--- config.mk ---
export PLATFORM = sky130hd
export DESIGN_NAME = moore_seq_detector_param
export DESIGN_NICKNAME = d
export VERILOG_FILES = /design/src/rtl/moore_seq_detector_param.sv
export SDC_FILE = /design/constraint.sdc
export NUM_CORES = 1
export LEC_CHECK = 0
export CELL_PAD_IN_SITES_DETAIL_PLACEMENT = 0
export CELL_PAD_IN_SITES_GLOBAL_PLACEMENT = 2
export CORE_ASPECT_RATIO = 1.4
export CORE_MARGIN = 8
export CORE_UTILIZATION = 27
export DETAILED_ROUTE_END_ITERATION = 6
export PLACE_DENSITY = 0.81
export SLEW_MARGIN = 25
export SYNTH_ARGS = -nofsm -noshare
export SYNTH_HDL_FRONTEND = slang
export SYNTH_SLANG_ARGS = --single-unit
--- constraint.sdc ---
create_clock -name clk -period 2.2 [get_ports clk]
set_clock_uncertainty 0.05 [all_clocks]
set_input_delay 0.55 -clock clk [delete_from_list [all_inputs] [get_ports clk]]
set_output_delay 0.55 -clock clk [all_outputs]
set_load 0.02 [all_outputs]
--- src/rtl/moore_seq_detector_param.sv ---
// moore_seq_detector_param
//   Parametrised Moore serial-pattern detector. It watches a 1-bit serial stream
//   for a run-time loadable pattern of SEQ_LEN bits, compared MSB-first. The
//   output is a registered one-cycle pulse. Overlapping or non-overlapping
//   detection is chosen per cycle.
//
//   Optional feature: define SEQDET_COUNT_EN to build a saturating match counter.
//   When SEQDET_COUNT_EN is undefined, match_cnt is tied to 0 and cnt_clr is unused.
//
// Parameters
//   SEQ_LEN  pattern length in bits (2..32)
//   RST_PAT  pattern loaded at reset
//   CNT_W    width of the match counter
//
// Ports
//   clk         clock; all logic updates on posedge
//   rst         asynchronous reset, active low
//   in          serial data bit, sampled when en=1
//   en          bit-valid strobe; while low, the history holds
//   overlap     1 = overlapping detection, 0 = non-overlapping
//   pat_load    loads pattern_in and clears progress; has priority over en
//   pattern_in  new pattern; bit [SEQ_LEN-1] is the first bit expected
//   detected    registered match pulse
//   match_cnt   saturating match count
//   cnt_clr     synchronous clear of match_cnt
module moore_seq_detector_param #(
  parameter int                 SEQ_LEN = 4,
  parameter logic [SEQ_LEN-1:0] RST_PAT = 4'b1011,
  parameter int                 CNT_W   = 8
) (
  input  logic               clk,
  input  logic               rst,
  input  logic               in,
  input  logic               en,
  input  logic               overlap,
  input  logic               pat_load,
  input  logic [SEQ_LEN-1:0] pattern_in,
  output logic               detected,
  output logic [CNT_W-1:0]   match_cnt,
  input  logic               cnt_clr
);

  localparam int FILL_W = $clog2(SEQ_LEN + 1);
  localparam logic [FILL_W-1:0] FILL_FULL = FILL_W'(SEQ_LEN);

  logic [SEQ_LEN-1:0] hist_q, hist_d;
  logic [FILL_W-1:0]  fill_q, fill_d;
  logic [SEQ_LEN-1:0] pat_q, pat_d;
  logic               det_q, det_d;

  logic [SEQ_LEN-1:0] nh;
  logic [FILL_W-1:0]  nf;
  logic               match;

  // State register: the shift history, the fill count, the pattern and the
  // registered pulse. Reset discards all partial progress.
  always_ff @(posedge clk or negedge rst) begin
    if (!rst) begin
      hist_q <= '0;
      fill_q <= '0;
      pat_q  <= RST_PAT;
      det_q  <= 1'b0;
    end else begin
      hist_q <= hist_d;
      fill_q <= fill_d;
      pat_q  <= pat_d;
      det_q  <= det_d;
    end
  end

  // Next-state logic. The shift-register form lets a new pattern take effect
  // with no recomputation. The fill count keeps stale zeros in the history
  // from matching a pattern that starts with zeros. After a non-overlapping
  // hit, both the history and the fill count restart from empty.
  always_comb begin
    nh     = {hist_q[SEQ_LEN-2:0], in};
    nf     = (fill_q == FILL_FULL) ? fill_q : fill_q + 1'b1;
    match  = (nf == FILL_FULL) && (nh == pat_q);
    hist_d = hist_q;
    fill_d = fill_q;
    pat_d  = pat_q;
    det_d  = 1'b0;
    if (pat_load) begin
      pat_d  = pattern_in;
      hist_d = '0;
      fill_d = '0;
    end else if (en) begin
      det_d = match;
      if (match && !overlap) begin
        hist_d = '0;
        fill_d = '0;
      end else begin
        hist_d = nh;
        fill_d = nf;
      end
    end
  end

  // Output logic: the pulse comes straight from a register (Moore behaviour).
  always_comb begin
    detected = det_q;
  end

`ifdef SEQDET_COUNT_EN
  logic [CNT_W-1:0] cnt_q;

  // Match counter. It counts each pulse being registered and saturates at the
  // maximum value. A clear wins over an increment in the same cycle. A pattern
  // load leaves the count untouched.
  always_ff @(posedge clk or negedge rst) begin
    if (!rst) begin
      cnt_q <= '0;
    end else if (cnt_clr) begin
      cnt_q <= '0;
    end else if (det_d && (cnt_q != {CNT_W{1'b1}})) begin
      cnt_q <= cnt_q + 1'b1;
    end
  end

  assign match_cnt = cnt_q;
`else
  logic cnt_clr_unused;

  assign cnt_clr_unused = cnt_clr;
  assign match_cnt      = '0;
`endif

endmodule

==> metrics.json <==
{
  "clkSlewWorstSetupHoldPaths": {"value": 0.07, "unit": "ns"},
  "cp_max_fo": {"value": 4},
  "criticalPathCategory": {"value": "reg2reg"},
  "p_sw_share": {"value": 26.7, "unit": "%"},
  "crit_path_cell_trace": {"value": "inv_1, ha_1, or3b_1, a31oi_1, and4bb_2, o32ai_1"},
  "grt.total_usage": {"value": 6.41, "unit": "%"},
  "p_comb_share": {"value": 20.0, "unit": "%"},
  "drt_first_pass_iters": {"value": 2},
  "finalHoldViolCount": {"value": 0},
  "vdd_drop_max": {"value": 0.330, "unit": "mV"},
  "start_kind": {"value": "flop"},
  "rsz_0062_raised_after_global_routing": {"value": "no"},
  "antenna_found_initial": {"value": 0},
  "areaGrowthSynthToFinish": {"value": 19.6, "unit": "%"},
  "floorplan.die_area": {"value": 4260, "unit": "µm²"},
  "run_status": {"value": "complete, no violations"},
  "sum_of_internal_switching_and_leakage_power": {"value": 457, "unit": "µW"},
  "fp.coreArea": {"value": 2340, "unit": "µm²"},
  "count_of_instances_resized_after_the_clock_tree_is_built": {"value": 0},
  "critical_path_required": {"value": 2.29, "unit": "ns"},
  "overflow": {"value": 0},
  "net-switching-power": {"value": 122, "unit": "µW"},
  "preCtsSetupSlack": {"value": 0.194, "unit": "ns"},
  "clk_latency": {"value": 0.26, "unit": "ns"},
  "fmax": {"value": 529, "unit": "MHz"},
  "wl_per_cell": {"value": 12.7, "unit": "µm"},
  "yosys_register_bits": {"value": 11},
  "power.static_leakage": {"value": 0.337, "unit": "nW"},
  "maxCapViolCount": {"value": 0},
  "first_global_vias": {"value": 469},
  "holdBufCountCts": {"value": 0},
  "syn-instance-count": {"value": 62},
  "syn-cell-area": {"value": 652, "unit": "µm²"},
  "fp-row-count": {"value": 21},
  "r2r_slack": {"value": 0.31, "unit": "ns"},
  "detailroute.via_count": {"value": 452},
  "grt_first_pass_wirelength": {"value": 2190, "unit": "µm"},
  "drt_drc_violations_left": {"value": 0},
  "power_frac_seq": {"value": 50.3, "unit": "%"},
  "fillCellCount": {"value": 246},
  "top_library_cells_by_usage_in_the_layout_fill_and_taps_aside": {"value": "clkdlybuf4s50_1 (10), conb_1 (8), dfrtp_1 (8), inv_1 (4), mux2_2 (4)"},
  "fraction_of_final_layout_cells_with_drive_strength_greater_than_1": {"value": 18.7, "unit": "%"},
  "post-route-util": {"value": 33.3, "unit": "%"},
  "timing.final.ws_setup": {"value": 0.308, "unit": "ns"},
  "setup.worst_path.end_class": {"value": "flop"},
  "timing.final.max_slew_violations": {"value": 0},
  "grt_busiest_layer": {"value": "met2"},
  "clock_tree.root_cell": {"value": "clkbuf_4"},
  "maximum_number_of_pins_on_one_net_before_global_route_repair": {"value": 12},
  "drt-total-wl": {"value": 1240, "unit": "µm"},
  "cts_buffers": {"value": 3},
  "worst_path_max_delay_cell": {"value": "dfrtp_1"},
  "cp_slowest_stage_delay": {"value": 0.40, "unit": "ns"},
  "cts_tree": {"value": "done"},
  "buffer_ports.inserted": {"value": 10},
  "tritoncts_num_sinks": {"value": 11},
  "post-dp-hpwl": {"value": 989, "unit": "µm"},
  "cellInternalPower": {"value": 335, "unit": "µW"},
  "fp.dieW": {"value": 57.5, "unit": "µm"},
  "globalRouteMet1Util": {"value": 8.43, "unit": "%"},
  "part_of_the_cycle_the_worst_path_needs": {"value": 86.0, "unit": "%"},
  "count_of_nets_left_with_antenna_violations_after_detail_routing": {"value": 0},
  "power.share.clock": {"value": 29.7, "unit": "%"},
  "drt_iter0_markers": {"value": 3},
  "groute.layer.met3.usage": {"value": 2.25, "unit": "%"},
  "fp.dieH": {"value": 74.1, "unit": "µm"},
  "min-delay-path-class": {"value": "reg2reg"},
  "finalNetCount": {"value": 89},
  "post_cts_buffers": {"value": 0},
  "start_util": {"value": 27.9, "unit": "%"},
  "htreeDepth": {"value": 1},
  "critPathArrivalTime": {"value": 1.98, "unit": "ns"},
  "cts_max_path_buffers": {"value": 2},
  "setup_total_negative_slack": {"value": 0, "unit": "ns"},
  "mostFrequentLayoutCell": {"value": "clkdlybuf4s50_1"},
  "post_synth.cell_area_avg": {"value": 10.5, "unit": "µm²"},
  "final_period_minus_worst_setup_slack": {"value": 1.89, "unit": "ns"},
  "insertedDiodeCount": {"value": 0},
  "synth-seq-area-share": {"value": 42.8, "unit": "%"},
  "global_route.usage.met2": {"value": 9.30, "unit": "%"},
  "final-setup-viol-count": {"value": 0},
  "routed_via_density": {"value": 4.61},
  "io_pins": {"value": 20},
  "synth.lib_cells_used.distinct": {"value": 29},
  "p_per_cell_area": {"value": 586, "unit": "nW/µm²"},
  "gpl.final_weighted_congestion": {"value": 0.755},
  "synth_warnings": {"value": 0}
}
==> state kept, by name, summed over array words and instances (netlist names) <==
register and flops:
fill_q 3, detected 1, hist_q 3, pat_q 4
==> final cells by class <==
cell class              count  area, µm²  share of cell area, %
inverters                   4       15.0                   1.93
well taps                  23       28.8                   3.69
clock buffers               4       26.3                   3.37
flip-flops and latches     11        279                   35.8
multi-input cells          44        315                   40.4
repair buffers             12        115                   14.8
==> path summary, 6_finish.rpt <==
check | end | startpoint | depth (start not counted)
worst max register to register | hist_q[0] | fill_q[0] | 6
max in group asynchronous | pat_q[1] | rst | 1
worst min-delay path | pat_q[2] | pat_q[2] | 1
worst min register to register | pat_q[2] | pat_q[2] | 1
min in group asynchronous | detected | rst | 1
worst max-delay path | hist_q[0] | fill_q[0] | 6
==> Yosys cell counts, drive strengths merged <==
| library cell | number | area share, % |
|---|---|---|
| dfstp | 3 | 12 |
| mux2i | 1 | 1.5 |
| inv | 4 | 2.3 |
| or3b | 1 | 1.3 |
| mux2 | 4 | 6.9 |
| a2111oi | 1 | 2.3 |
| ha | 2 | 3.8 |
| xor2 | 1 | 1.3 |
| nand2b | 3 | 2.9 |
| dfrtp | 8 | 31 |
| o32ai | 1 | 1.3 |
| buf | 9 | 10 |
| clkbuf | 1 | 0.58 |
| a21oi | 2 | 1.5 |
| nand3 | 1 | 0.77 |
| nor3 | 1 | 0.77 |
| nor2 | 3 | 1.7 |
| nand3b | 2 | 2.3 |
| and4bb | 1 | 1.9 |
| o22ai | 1 | 0.96 |
| nand2 | 2 | 1.2 |
| nor2b | 1 | 0.96 |
| conb | 1 | 0.58 |
| or3 | 1 | 0.96 |
| o31ai | 1 | 1.2 |
| and4b | 2 | 3.1 |
| a31oi | 1 | 0.96 |
| xnor2 | 3 | 4.0 |
==> worst max-delay path, delay by kind of cell, from the launching register on <==
kind	cells	cell delay [ns]
flip-flops	1	0.40
buffers and inverters	1	0.08
AO/OA/AOI/OAI	2	0.30
adder cells (fa/ha/maj)	1	0.24
AND/OR/NAND/NOR	2	0.69
==> power groups by stage <==
stage | clock, mW | combinational (mW) | sequential, mW
after detailed placement | 0 | 0.0919 | 0.234
after global routing | 0.151 | 0.103 | 0.231
after CTS | 0.142 | 0.0924 | 0.230
final | 0.136 | 0.0914 | 0.230
after floorplan | 0 | 0.0716 | 0.231
after global placement | 0 | 0.0915 | 0.233
==> cells by family (layout without fill, tap and decap cells) <==
family                     count (synthesis)  count (layout)  share of synthesized area, %
muxes                                      5               5                          8.44
xor gates and xnor gates                   4               4                          5.38
adders and majority gates                  2               2                          3.84
other                                      1               8                         0.575
buffers and inverters                     14              20                          12.9
and+or+nand+nor                           18              18                          17.9
DFF                                       11              11                          42.8
AOI/OAI and AO/OA                          7               7                          8.25
==> through the flow <==
| stage | instance area, µm² | hold WS, ns | cells |
|---|---|---|---|
| final | 779 | 0.488 | 98 |
| after global routing | 779 | 0.507 | 98 |
| after CTS | 779 | 0.492 | 98 |
| after detailed placement | 753 | 0.475 | 94 |
| after global placement | 753 | 0.464 | 94 |
| after floorplan | 678 | 0.204 | 69 |
==> metal layers <==
| metal | routed length (µm) | vias to the layer above |
|---|---|---|
| li1 | - | 225 |
| met1 | 575 | 214 |
| met2 | 576 | 11 |
| met3 | 85 | 2 |
| met4 | 7 | 0 |
| met5 | 0 | - |
No activity file was read; power rests on OpenSTA's default activity.
